File: src/rtl/prime_pkg.sv
// prime_pkg: state encoding, default sizes and lowest-set-bit picker shared by the lane scheduler
package prime_pkg;
  localparam int DEF_NUM_LANES = 8;
  localparam int DEF_WIDTH = 32;
  localparam int MAX_LANES = 16;
  typedef enum logic [2:0] {
    IDLE     = 3'd0,
    LOAD     = 3'd1,
    DISPATCH = 3'd2,
    DRAIN    = 3'd3,
    NEXT     = 3'd4,
    DONE     = 3'd5
  } state_t;
  function automatic logic [MAX_LANES-1:0] lowest_set(input logic [MAX_LANES-1:0] v);
    return v & (~v + MAX_LANES'(1));
  endfunction
endpackage

File: src/rtl/prime_lane_alloc.sv
// prime_lane_alloc: one-hot grant of the lowest-index idle lane plus a valid flag
module prime_lane_alloc
  import prime_pkg::*;
#(
  parameter int NUM_LANES = DEF_NUM_LANES
) (
  input  logic [NUM_LANES-1:0] busy,
  output logic [NUM_LANES-1:0] grant,
  output logic                 valid
);
  logic [NUM_LANES-1:0] idle;
  logic [MAX_LANES-1:0] pick;
  assign idle  = ~busy;
  assign pick  = lowest_set(MAX_LANES'(idle));
  assign grant = pick[NUM_LANES-1:0];
  assign valid = |idle;
endmodule

File: src/rtl/prime_lane_scheduler.sv
// prime_lane_scheduler: issues trial divisors to variable-latency lanes and walks candidates up to the first prime
module prime_lane_scheduler
  import prime_pkg::*;
#(
  parameter int NUM_LANES = DEF_NUM_LANES,
  parameter int WIDTH     = DEF_WIDTH
) (
  input  logic                       clk,
  input  logic                       rst,
  input  logic                       start,
  input  logic [WIDTH-1:0]           test_number,
  output logic [NUM_LANES-1:0]       lane_start,
  output logic [WIDTH-1:0]           lane_dividend,
  output logic [NUM_LANES*WIDTH-1:0] lane_divisor,
  input  logic [NUM_LANES-1:0]       lane_done,
  input  logic [NUM_LANES-1:0]       lane_divisible,
  output logic                       busy,
  output logic                       done,
  output logic                       is_prime,
  output logic [WIDTH-1:0]           orig_val,
  output logic [WIDTH-1:0]           prime_val,
  output logic [WIDTH-1:0]           count,
  output logic                       overflow,
  output logic [2:0]                 state
);
  localparam int SW = 2 * WIDTH;
  state_t st, st_n;
  logic [NUM_LANES-1:0] lane_busy, grant, busy_left;
  logic [WIDTH-1:0] d;
  logic [SW-1:0] sq, cnt_ext;
  logic found, found_now, free, issue, accept;
  prime_lane_alloc #(.NUM_LANES(NUM_LANES)) u_alloc (
    .busy (lane_busy),
    .grant(grant),
    .valid(free)
  );
  assign cnt_ext       = {{WIDTH{1'b0}}, count};
  assign busy_left     = lane_busy & ~lane_done;
  assign found_now     = found | |(lane_busy & lane_done & lane_divisible);
  assign issue         = st == DISPATCH && sq <= cnt_ext && !found && free;
  assign accept        = (st == IDLE || st == DONE) && start;
  assign lane_dividend = count;
  assign busy          = st != IDLE && st != DONE;
  assign state         = st;
  always_ff @(posedge clk or posedge rst)
    if (rst) st <= IDLE;
    else st <= st_n;
  always_comb begin
    st_n = st;
    case (st)
      IDLE, DONE: st_n = start ? LOAD : st;
      LOAD:       st_n = DISPATCH;
      DISPATCH:   st_n = (found || sq > cnt_ext) ? DRAIN : DISPATCH;
      DRAIN:      st_n = busy_left != '0 ? DRAIN : found_now ? NEXT : DONE;
      NEXT:       st_n = &count ? DONE : DISPATCH;
      default:    st_n = IDLE;
    endcase
  end
  always_ff @(posedge clk or posedge rst) begin
    if (rst) begin
      lane_start   <= '0;
      lane_busy    <= '0;
      lane_divisor <= '0;
      found        <= 1'b0;
      d            <= '0;
      sq           <= '0;
      done         <= 1'b0;
      is_prime     <= 1'b0;
      orig_val     <= '0;
      prime_val    <= '0;
      count        <= '0;
      overflow     <= 1'b0;
    end else begin
      lane_start <= issue ? grant : '0;
      lane_busy  <= busy_left | (issue ? grant : '0);
      found      <= found_now;
      if (issue) begin
        d  <= d + WIDTH'(1);
        sq <= sq + {{(WIDTH-1){1'b0}}, d, 1'b1};
      end
      for (int i = 0; i < NUM_LANES; i++)
        if (issue && grant[i]) lane_divisor[i*WIDTH +: WIDTH] <= d;
      if (accept) begin
        orig_val <= test_number;
        count    <= test_number;
        done     <= 1'b0;
        overflow <= 1'b0;
      end
      if (st == LOAD) begin
        if (count < WIDTH'(2)) count <= WIDTH'(2);
        d     <= WIDTH'(2);
        sq    <= SW'(4);
        found <= 1'b0;
      end
      if (st == DRAIN && busy_left == '0 && !found_now) begin
        done      <= 1'b1;
        prime_val <= count;
        is_prime  <= count == orig_val;
      end
      if (st == NEXT) begin
        if (&count) begin
          overflow  <= 1'b1;
          is_prime  <= 1'b0;
          prime_val <= '0;
          done      <= 1'b1;
        end else begin
          count <= count + WIDTH'(1);
          found <= 1'b0;
          d     <= WIDTH'(2);
          sq    <= SW'(4);
        end
      end
    end
  end
endmodule

File: config.mk
export PLATFORM = sky130hd
export DESIGN_NAME = prime_lane_scheduler
export DESIGN_NICKNAME = d
export VERILOG_FILES = /design/src/rtl/prime_pkg.sv /design/src/rtl/prime_lane_alloc.sv /design/src/rtl/prime_lane_scheduler.sv
export SDC_FILE = /design/constraint.sdc
export NUM_CORES = 1
export LEC_CHECK = 0
export ABC_AREA = 1
export CORE_ASPECT_RATIO = 0.6
export CORE_MARGIN = 2
export CORE_UTILIZATION = 56
export CTS_CLUSTER_SIZE = 16
export DETAILED_ROUTE_END_ITERATION = 16
export GPL_TIMING_DRIVEN = 0
export PLACE_DENSITY = 0.86
export SLEW_MARGIN = 15
export SYNTH_ARGS = -nofsm -noshare
export SYNTH_HDL_FRONTEND = slang
export SYNTH_HIERARCHICAL = 1
export SYNTH_SLANG_ARGS = --single-unit
File: constraint.sdc
create_clock -name clk -period 31.3 [get_ports clk]
set_input_delay 6.26 -clock clk [delete_from_list [all_inputs] [get_ports clk]]
set_output_delay 6.26 -clock clk [all_outputs]
set_load 0.02 [all_outputs]
==> results.tsv, run 1 <==
stage	metric	value	unit
sta	final hold vios	0	
final_layout	P&R area growth vs syn	29.0	%
setup_path	Required @ worst endpoint	31770	ps
clocking	Setup Buffers After CTS	0	
setup_path	Slowest-stage cell, CP	clkdlybuf4s50_1	
setup_path	CP max FO	10	
final_layout	ant diodes	0	
route	Final Routed Wirelength	84900	µm
job	maxcap violations	0	
clocking	clk root buf	clkbuf_16	
sta	Rel. slew slack	26.7	%
route	drc violations	0	
yosys	Avg Cell Area, Syn	8.52	µm²
die	row cnt	57	
yosys	Yosys reg bits	471	
pwr	internal power	1.33	mW
clocking	Post-CTS Hold Buffers	0	
route	DRT iter0 DRCs	3087	
final_layout	# fillers	2911	
route	detail-routed via count per cell	5.89	
sta	Slew Limit Fails	0	
yosys	Synth Warn #	6	
setup_path	CP Data Arrival Time	8880	ps
sta	minimum clock period	8410	ps
final_layout	register area	11800	µm²
global_routing	largest net degree at the start of global routing	110	
die	Initial Util	56.6	%
yosys	Mapped Area	22800	µm²
sta	fmax	119	MHz
min_path	Hold Path Class	flip-flop to flip-flop	
global_routing	Remaining Overflow, GRT	0	
place	placed cells	3663	
die	die width	265	µm
pwr	switching part of the total	41.8	%
place	number of I/O port buffers	449	
pwr	Sequential Power Share	35.4	%
pwr	Clk pwr share	23.0	%
route	routed vias	22000	
final_layout	area of the multi-input gates	9260	µm²
yosys	sequential share of the synthesized area	51.6	%
setup_path	worst-path cell chain	clkdlybuf4s50_1 -> inv_1 -> nand2_1 -> nand4_1 -> or2_1 -> nor3_1 -> nand2_1 -> inv_2 -> buf_2 -> nand2_1 -> a21oi_1	
sta	fin crit share	26.9	%
sta	clock skew	30.6	ps
final_layout	final instance area	29400	µm²
global_routing	GRT Overall Usage	39.6	%
sta	TNS Setup	0	ps
sta	final setup vio count	0	
clocking	CTS Buffer Depth	3	
sta	final setup margin	22900	ps
final_layout	Final Non-Filler Cells	3735	
route	antenna viol nets, final	0	
yosys	post-synth top area share	51.6	%
setup_path	Setup crit end kind	flip-flop	
yosys	Synth Instances	2679	
route	DRT Pass-1 Iters	8	
yosys	Synth area leader	dfrtp_1	
global_routing	initial antenna violation count	2	
clocking	CTS clk-pin slew, worst paths	70	ps
setup_path	CP max stage delay	510	ps
global_routing	global-route wire length before repair	127000	µm
die	die area	42400	µm²
yosys	Net Count, Synth	2797	
die	Die Ht	160	µm
setup_path	CP Launch Type	input port	
yosys	synth top area cells	dfrtp_1 (52%), nand2_1 (13%), o21ai_0 (5.3%)	
yosys	Post-synth ARST share	100	%
setup_path	CP Buf/Inv Count	4	
die	Core ar.	40300	µm²
sta	setup repair after global routing missed its margin	false	
final_layout	layout cells sized above 1	6.93	%
final_layout	most frequent cells in the layout	nand2_1 (762), dfrtp_1 (471), clkdlybuf4s50_1 (449), o21ai_0 (242), inv_1 (233)	
clocking	CTS Buf Count	43	
global_routing	vias in the first global route	20900	
pwr	power density over the cells	77.6	nW/µm²
pwr	peak supply drop	0.0000494	V
yosys	Post-synth top flop	dfrtp_1	
yosys	Distinct cells, synth	50	
place	Post-DP HPWL	64600	µm
route	post-DR wirelength/cell	22.7	µm
final_layout	commonest non-fill, non-tap cell in the layout	nand2_1	
place	worst slack, placed	22490	ps
sta	Worst-Margin Slew	1090	ps
clocking	CTS Sinks	471	
final_layout	Nets	3295	
die	IO Pins	450	
clocking	post_cts resized	0	
clocking	Worst-Skew Late Latency	580	ps
pwr	switching pwr	0.954	mW
setup_path	family with the most delay on the worst path	simple AND/OR/NAND/NOR gates	
run_status	status	complete, no violations	
place	GP Congestion	1.00	
place	post-place instance area	28100	µm²
setup_path	CP dominant cell by count	nand2_1	
clocking	CTS tree	done	
clocking	H-tree depth reported by CTS	2	
setup_path	critical path class	input port to flip-flop	
pwr	Comb pwr share	41.6	%
pwr	Tot Pwr	2.29	mW
yosys	Post-synth EDFFs	0	
pwr	leak pwr	13.8	nW
kinds of logic (layout without fill, tap and decap cells):
family / after synthesis / in the layout / share of synthesized area, %
adders and majority gates: 67 / 67 / 3.71
and+or+nand+nor: 1154 / 1154 / 21.3
DFF: 471 / 471 / 51.6
AOI/OAI and AO/OA: 517 / 517 / 12.6
buffers and inverters: 392 / 917 / 7.79
xor gates and xnor gates: 78 / 78 / 2.99
final cells by class:
class                           count  share of cell area, %
Sequential cell                   471                   40.0
Inverter                          254                   3.27
Clock buffer                       58                   4.16
Tap cell                          531                   2.26
Multi-Input combinational cell   1816                   31.4
Buffer                            138                   2.80
Timing Repair Buffer              453                   15.6
Clock inverter                     14                  0.400
worst register-to-register path: cells and delay by family (launching register included):
kind	cells	cell delay [ps]
flops	1	390
simple gates	10	1300
fa+ha+maj	1	360
buf+inv	5	1190
compound gates	2	290
cell usage after synthesis (43+ instances only):
master and instances:
xor2_1 43, dfrtp_1 471, nor2_1 192, a21oi_1 119, inv_1 234, nand3_1 73, o21a_1 86, buf_4 45
buf_2 50, ha_1 66, nand2_1 762, o21ai_0 242
power groups by stage:
stage | Combinational (mW) | Clock, mW | Sequential [mW]
6_report | 0.951 | 0.526 | 0.808
5_1_grt | 1.01 | 0.549 | 0.813
4_1_cts | 0.929 | 0.524 | 0.801
3_5_place_dp | 0.922 | 0 | 0.811
3_3_place_gp | 0.892 | 0 | 0.809
2_1_floorplan | 0.473 | 0 | 0.848
final timing paths:
path                       slack, ps                end  depth (start not counted)        startpoint
setup / recovery               22900      prime_val[17]                         11      lane_done[2]
min in group asynchronous       6200  lane_divisor[225]                          2               rst
setup reg to reg               27670  lane_divisor[168]                         18         count[19]
max in group asynchronous      23770          count[21]                          4               rst
hold / removal                   480   lane_divisor[37]                          2  lane_divisor[37]
hold reg to reg                  480   lane_divisor[37]                          2  lane_divisor[37]
through the flow:
| stage | util (%) | hold WS (ps) |
|---|---|---|
| after floorplan | - | 460 |
| after global placement | 69.4 | 455 |
| after detailed placement | 69.7 | 462 |
| after CTS | 73.1 | 480 |
| after global routing | 73.1 | 495 |
| final | 73.1 | 485 |
registers in the layout (all words and copies together), names as in the netlist:
signal / count
count: 32
d: 32
done: 1
found: 1
is_prime: 1
lane_busy: 8
lane_divisor: 256
lane_start: 8
orig_val: 32
overflow: 1
prime_val: 32
sq: 64
state: 3
per-layer routing:
metal  track usage [%]  share of wire, %  vias to the layer above
met5                 0             0.033                        -
met3              14.7                14                      213
met2              54.2                41                     1343
li1                  -                 -                     9596
met1              58.7                42                    10800
met4              11.2               2.9                        4
(Power assumes the default switching activity.)
==> run 2, diff against run 1 <==
--- a/config.mk
+++ b/config.mk
@@ -8,11 +8,11 @@
 export ABC_AREA = 1
 export CORE_ASPECT_RATIO = 0.6
 export CORE_MARGIN = 2
-export CORE_UTILIZATION = 56
+export CORE_UTILIZATION = 52
 export CTS_CLUSTER_SIZE = 16
 export DETAILED_ROUTE_END_ITERATION = 16
 export GPL_TIMING_DRIVEN = 0
-export PLACE_DENSITY = 0.86
+export PLACE_DENSITY = 0.8
 export SLEW_MARGIN = 15
 export SYNTH_ARGS = -nofsm -noshare
 export SYNTH_HDL_FRONTEND = slang
==> constraint.sdc (replaced) <==
create_clock -name clk -period 7.9 [get_ports clk]
set_input_delay 1.58 -clock clk [delete_from_list [all_inputs] [get_ports clk]]
set_output_delay 1.58 -clock clk [all_outputs]
set_load 0.02 [all_outputs]
==> run 2 against run 1 <==
  * Sequential power grew to 4.0 times the previous value
  * First-iteration DRC count shrank 13%
  * Count of clock-buffer cells in the layout increased by 6
  * Total power grew to 4.1 times the previous value
  * Sequential share of layout area down 0.59 points
  * Register-to-register slack got worse by 23000 ps
  * Clock skew is 11 ps lower
  * Critical path depth decreased by 9
  * Final area increased by 1.5%
  * Die area up 7.5%
  * Hold slack worse by 2.1 ps
==> results.tsv, run 2 (synthesized netlist as in run 1, its figures left out) <==
stage	metric	value	unit	change
global_routing	largest net degree at the start of global routing	40		was 110
final_layout	most frequent cells in the layout	nand2_1 (762), dfrtp_1 (471), clkdlybuf4s50_1 (449), o21ai_0 (242), inv_1 (233)		unchanged
clocking	CTS clk-pin slew, worst paths	60	ps	was 70 ps
pwr	peak supply drop	0.000206	V	was 0.0000494 V
die	die area	45600	µm²	was 42400 µm²
clocking	clk root buf	clkbuf_16		unchanged
pwr	power density over the cells	310	nW/µm²	was 77.6 nW/µm²
place	Post-DP HPWL	67300	µm	was 64600 µm
route	drc violations	0		unchanged
clocking	post_cts resized	0		unchanged
place	number of I/O port buffers	449		unchanged
route	Final Routed Wirelength	85800	µm	was 84900 µm
setup_path	Required @ worst endpoint	6320	ps	was 31770 ps
die	Initial Util	52.7	%	was 56.6%
global_routing	global-route wire length before repair	129000	µm	was 127000 µm
clocking	CTS Sinks	471		unchanged
final_layout	register with the most flip-flops	lane_divisor		unchanged
die	Die Ht	166	µm	was 160 µm
clocking	Setup Buffers After CTS	0		unchanged
setup_path	Slowest-stage cell, CP	dfrtp_1		was clkdlybuf4s50_1
run_status	status	complete, no violations		unchanged
clocking	CTS tree	done		unchanged
route	antenna viol nets, final	0		unchanged
final_layout	Nets	3307		was 3295
setup_path	Setup crit end kind	output pin		was flip-flop
final_layout	layout cells sized above 1	7.50	%	was 6.93%
setup_path	CP max FO	9		was 10
sta	WHS	483	ps	was 485 ps
sta	minimum clock period	3750	ps	
sta	Slew Limit Fails	0		unchanged
clocking	Worst-Skew Late Latency	580	ps	about the same
die	IO Pins	450		unchanged
final_layout	Final Non-Filler Cells	3805		was 3735
global_routing	vias in the first global route	20800		was 20900
global_routing	GRT Overall Usage	37.3	%	was 39.6%
final_layout	Regs by FF count	lane_divisor (256), sq (64)		unchanged
die	die width	274	µm	was 265 µm
min_path	Hold Path Class	flip-flop to flip-flop		unchanged
die	row cnt	59		was 57
route	DRT iter0 DRCs	2688		was 3087
clocking	Post-CTS Hold Buffers	0		unchanged
route	detail-routed via count per cell	5.74		was 5.89
global_routing	initial antenna violation count	3		was 2
sta	Rel. slew slack	26.5	%	was 26.7%
setup_path	CP Launch Type	flip-flop		was input port
sta	fmax	267	MHz	
setup_path	CP Data Arrival Time	2170	ps	was 8880 ps
job	maxcap violations	0		unchanged
sta	clock skew	19.1	ps	was 30.6 ps
sta	final setup vio count	0		unchanged
route	routed vias	21800		was 22000
global_routing	Remaining Overflow, GRT	0		unchanged
place	placed cells	3722		was 3663
setup_path	CP max stage delay	780	ps	was 510 ps
setup_path	worst-path cell chain	buf_4 -> clkdlybuf4s50_1		was clkdlybuf4s50_1 -> inv_1 -> nand2_1 -> nand4_1 -> or2_1 -> nor3_1 -> nand2_1 -> inv_2 -> buf_2 -> nand2_1 -> a21oi_1
sta	final hold vios	0		unchanged
final_layout	P&R area growth vs syn	30.9	%	was 29.0%
final_layout	commonest non-fill, non-tap cell in the layout	nand2_1		unchanged
final_layout	max reg flops	256		unchanged
place	GP Congestion	1.01		was 1.00
die	Core ar.	43300	µm²	was 40300 µm²
route	post-DR wirelength/cell	22.5	µm	was 22.7 µm
clocking	H-tree depth reported by CTS	2		unchanged
route	DRT Pass-1 Iters	5		was 8
clocking	CTS Buffer Depth	3		unchanged
setup_path	critical path class	flip-flop to output pin		was input port to flip-flop
clocking	CTS Buf Count	44		was 43
final_layout	Post-Route Utilization	69.0	%	was 73.1%
pwr	leak pwr	14.0	nW	was 13.8 nW
sta	Worst-Margin Slew	1090	ps	about the same
sta	setup repair after global routing missed its margin	false		unchanged
sta	fin crit share	47.5	%	
run 2: metal layers:
metal	global-route usage, %	vias to the layer above	wire length (µm)
met5	0	-	0
met4	9.66	0	2150
met3	12.0	149	11300
met2	50.0	1199	34500
met1	57.8	10800	37900
li1	-	9648	-
run 2: per-stage QoR:
stage               power [mW]  setup TNS (ps)  setup slack (ps)  instance area, µm²
global route              9.65               0              4140               29900
detailed placement        6.89               0              3830               28400
finish                    9.27               0              4150               29900
CTS                       9.15               0              4200               29900
global placement          6.77        -1324860             -2920               28000
floorplan                 5.24          -27720             -58.8               22800
run 2: worst paths after layout:
| path | from | endpoint | slack, ps | depth (start not counted) |
|---|---|---|---|---|
| max | count[0] | lane_dividend[0] | 4150 | 2 |
| min | lane_divisor[127] | lane_divisor[127] | 480 | 2 |
| max reg2reg | count[9] | lane_divisor[228] | 4310 | 17 |
| min reg2reg | lane_divisor[127] | lane_divisor[127] | 480 | 2 |
| max in group asynchronous | rst | lane_divisor[214] | 4620 | 9 |
| min in group asynchronous | rst | prime_val[24] | 1360 | 2 |
run 2: critical path: cells and delay by family (launching register included):
| family | cells | cell delay [ps] |
|---|---|---|
| buffers and inverters | 2 | 810 |
| DFF | 1 | 780 |
run 2: layout make-up:
class / count / area, µm²
antenna: 1 / 2.50
timing repair buffer: 464 / 4800
tap: 579 / 724
clock inverter: 18 / 229
multi-input combinational: 1816 / 9260
fill: 3372 / 13500
sequential: 471 / 11800
buffer: 138 / 823
clock buffer: 64 / 1300
inverter: 254 / 958
run 2: where the power goes:
part | total (mW) | leakage, nW | internal, mW | switching (mW)
Combinational | 3.76 | 6.84 | 1.43 | 2.34
Sequential | 3.22 | 6.39 | 2.73 | 0.483
Clock | 2.29 | 0.752 | 1.28 | 1.00
==> run 3, diff against run 2 <==
--- a/config.mk
+++ b/config.mk
@@ -8,11 +8,11 @@
 export ABC_AREA = 1
 export CORE_ASPECT_RATIO = 0.6
 export CORE_MARGIN = 2
-export CORE_UTILIZATION = 52
+export CORE_UTILIZATION = 47
 export CTS_CLUSTER_SIZE = 16
 export DETAILED_ROUTE_END_ITERATION = 16
 export GPL_TIMING_DRIVEN = 0
-export PLACE_DENSITY = 0.8
+export PLACE_DENSITY = 0.77
 export SLEW_MARGIN = 15
 export SYNTH_ARGS = -nofsm -noshare
 export SYNTH_HDL_FRONTEND = slang
==> constraint.sdc (replaced) <==
create_clock -name clk -period 3.2 [get_ports clk]
set_input_delay 0.64 -clock clk [delete_from_list [all_inputs] [get_ports clk]]
set_output_delay 0.64 -clock clk [all_outputs]
set_load 0.02 [all_outputs]
==> run 3 against run 2 <==
  * The flow now finishes with violations (negative setup slack)
  * Utilization shrank 5.5 points
  * Final cell count is 2.1% higher
  * Sequential share of layout area down 0.55 points
  * Flip-flop and latch count unchanged
  * Combinational power rose to 2.5 times the previous value
  * Global-route usage shrank 4.8 points
  * Final area grew 1.6%
  * Critical path type is now flip-flop to flip-flop
  * Critical endpoint is now sq[30]
  * Largest cell class unchanged
  * Largest power group unchanged
  * Highest routed layer unchanged
==> results.tsv, run 3 (synthesized netlist as in run 1, its figures left out) <==
stage	metric	value	unit	change
run_status	status	finished, violations left		was complete, no violations
run_status	violated checks	negative setup slack		
die	die area	50400	µm²	was 45600 µm²
clocking	clk root buf	clkbuf_16		unchanged
setup_path	Required @ worst endpoint	3720	ps	was 6320 ps
place	number of I/O port buffers	449		unchanged
global_routing	Remaining Overflow, GRT	0		unchanged
final_layout	area of the multi-input gates	9310	µm²	was 9260 µm²
global_routing	initial antenna violation count	2		was 3
sta	fmax	305	MHz	
setup_path	FF-to-FF path depth	12		was 17
pwr	power density over the cells	760	nW/µm²	was 310 nW/µm²
final_layout	max reg flops	256		unchanged
final_layout	ant diodes	0		was 1
clocking	H-tree depth reported by CTS	2		unchanged
route	antenna viol nets, final	0		unchanged
sta	fin crit share	102	%	
clocking	CTS clk-pin slew, worst paths	70	ps	was 60 ps
pwr	switching part of the total	40.5	%	was 41.2%
die	IO Pins	450		unchanged
route	routed vias	21700		was 21800
global_routing	global-route wire length before repair	125000	µm	was 129000 µm
sta	Slew Limit Fails	0		unchanged
final_layout	P&R area growth vs syn	33.0	%	was 30.9%
sta	Worst-Margin Slew	1010	ps	was 1090 ps
clocking	Worst-Skew Late Latency	600	ps	was 580 ps
pwr	Clk pwr share	24.6	%	was 24.7%
final_layout	final instance area	30400	µm²	was 29900 µm²
clocking	CTS Sinks	471		unchanged
route	post-DR wirelength/cell	21.6	µm	was 22.5 µm
route	Final Routed Wirelength	83800	µm	was 85800 µm
final_layout	commonest non-fill, non-tap cell in the layout	nand2_1		unchanged
route	detail-routed via count per cell	5.59		was 5.74
pwr	Sequential Power Share	34.1	%	was 34.7%
die	die width	288	µm	was 274 µm
global_routing	GRT Overall Usage	32.6	%	was 37.3%
sta	setup repair after global routing missed its margin	true		was false
final_layout	Nets	3330		was 3307
route	DRT iter0 DRCs	2457		was 2688
setup_path	Setup crit end kind	flip-flop		was output pin
die	row cnt	62		was 59
job	maxcap violations	0		unchanged
place	post-place instance area	28400	µm²	about the same
sta	Rel. slew slack	32.7	%	was 26.5%
sta	final setup margin	-78.4	ps	was 4150 ps
min_path	Hold Path Class	input port to asynchronous set/reset pin		was flip-flop to flip-flop
clocking	CTS tree	done		unchanged
setup_path	CP max FO	8		was 9
clocking	CTS Buf Count	45		was 44
setup_path	critical path class	flip-flop to flip-flop		was flip-flop to output pin
sta	clock skew	31.0	ps	was 19.1 ps
pwr	internal power	13.7	mW	was 5.44 mW
sta	minimum clock period	3280	ps	
die	Die Ht	175	µm	was 166 µm
pwr	peak supply drop	0.000415	V	was 0.000206 V
final_layout	layout cells sized above 1	9.33	%	was 7.50%
pwr	Comb pwr share	41.4	%	was 40.6%
sta	final setup vio count	1		was 0
sta	WHS	336	ps	was 483 ps
route	drc violations	0		unchanged
die	Core ar.	47900	µm²	was 43300 µm²
setup_path	CP Launch Type	flip-flop		unchanged
route	DRT Pass-1 Iters	6		was 5
final_layout	# fillers	3896		was 3372
setup_path	CP Data Arrival Time	3800	ps	was 2170 ps
global_routing	largest net degree at the start of global routing	38		was 40
place	GP Congestion	1.01		about the same
final_layout	most frequent cells in the layout	nand2_1 (761), dfrtp_1 (453), clkdlybuf4s50_1 (449), o21ai_0 (239), inv_1 (224)		was nand2_1 (762), dfrtp_1 (471), clkdlybuf4s50_1 (449), o21ai_0 (242), inv_1 (233)
pwr	switching pwr	9.33	mW	was 3.82 mW
pwr	leak pwr	14.1	nW	was 14.0 nW
sta	TNS Setup	-78.4	ps	was 0 ps
global_routing	vias in the first global route	20700		was 20800
final_layout	Regs by FF count	lane_divisor (256), sq (64)		unchanged
die	Initial Util	47.7	%	was 52.7%
pwr	Tot Pwr	23.1	mW	was 9.27 mW
final_layout	register with the most flip-flops	lane_divisor		unchanged
place	Post-DP HPWL	65200	µm	was 67300 µm
clocking	CTS Buffer Depth	3		unchanged
sta	final hold vios	0		unchanged
final_layout	register area	11800	µm²	about the same
[run 3: final timing paths]
kind | start | to | slack [ps]
max | d[0] | sq[30] | -80
min | rst | sq[46] | 340
max reg2reg | d[0] | sq[30] | -80
min reg2reg | lane_divisor[133] | lane_divisor[133] | 480
max in group asynchronous | rst | lane_divisor[180] | 1600
min in group clk | lane_divisor[133] | lane_divisor[133] | 480
[run 3: area by class of cell]
class / instances / area share (%)
plain buffers: 136 / 2.87
clock buffers: 62 / 4.15
clock inverters: 19 / 0.948
inverters: 254 / 3.26
multi-input cells: 1816 / 30.7
flip-flops and latches: 471 / 38.9
well taps: 640 / 2.64
repair buffers: 488 / 16.6
[run 3: through the flow]
step                      cells  setup WS, ps  utilization [%]
after global placement     3768         -6680             58.7
after global routing       3886          -132             63.4
final                      3886         -78.4             63.4
after detailed placement   3782          -268             59.3
after floorplan            2679         -3820                -
after CTS                  3862          5.31             62.6
[run 3: worst max-delay path, cell delays in order (launching register included)]
cell and delay, ps:
dfrtp_1 540, inv_1 330, fa_1 510, inv_1 80, nand2_1 90, nor3_1 150, nor2_1 130, o21ai_1 550
nand2_1 100, nand2_1 150, xor2_1 350, o21ai_0 130, nor2_1 90
[run 3: per-layer routing]
layer | part of all wire (%) | vias to the layer above | global-route usage [%]
met5 | 0 | - | 0
met4 | 2.7 | 0 | 8.31
met3 | 11 | 146 | 9.60
met2 | 41 | 1095 | 45.0
met1 | 45 | 10800 | 49.6
li1 | - | 9687 | -
[run 3: power groups by stage]
stage / sequential [mW] / clock, mW / combinational (mW)
3_3_place_gp: 7.90 / 0 / 8.70
5_1_grt: 7.94 / 5.95 / 10.2
4_1_cts: 7.82 / 5.70 / 8.99
3_5_place_dp: 7.91 / 0 / 8.95
6_report: 7.86 / 5.66 / 9.54
2_1_floorplan: 8.30 / 0 / 4.63
[run 3: timing repair]
item | CTS | global route
buffers inserted | 0 | 23
gates cloned | 0 | 2
pin swaps | 0 | 4
endpoints found under the setup margin | 109 | 268
resized for setup | 10 | 63
hold buffers | 0 | 0
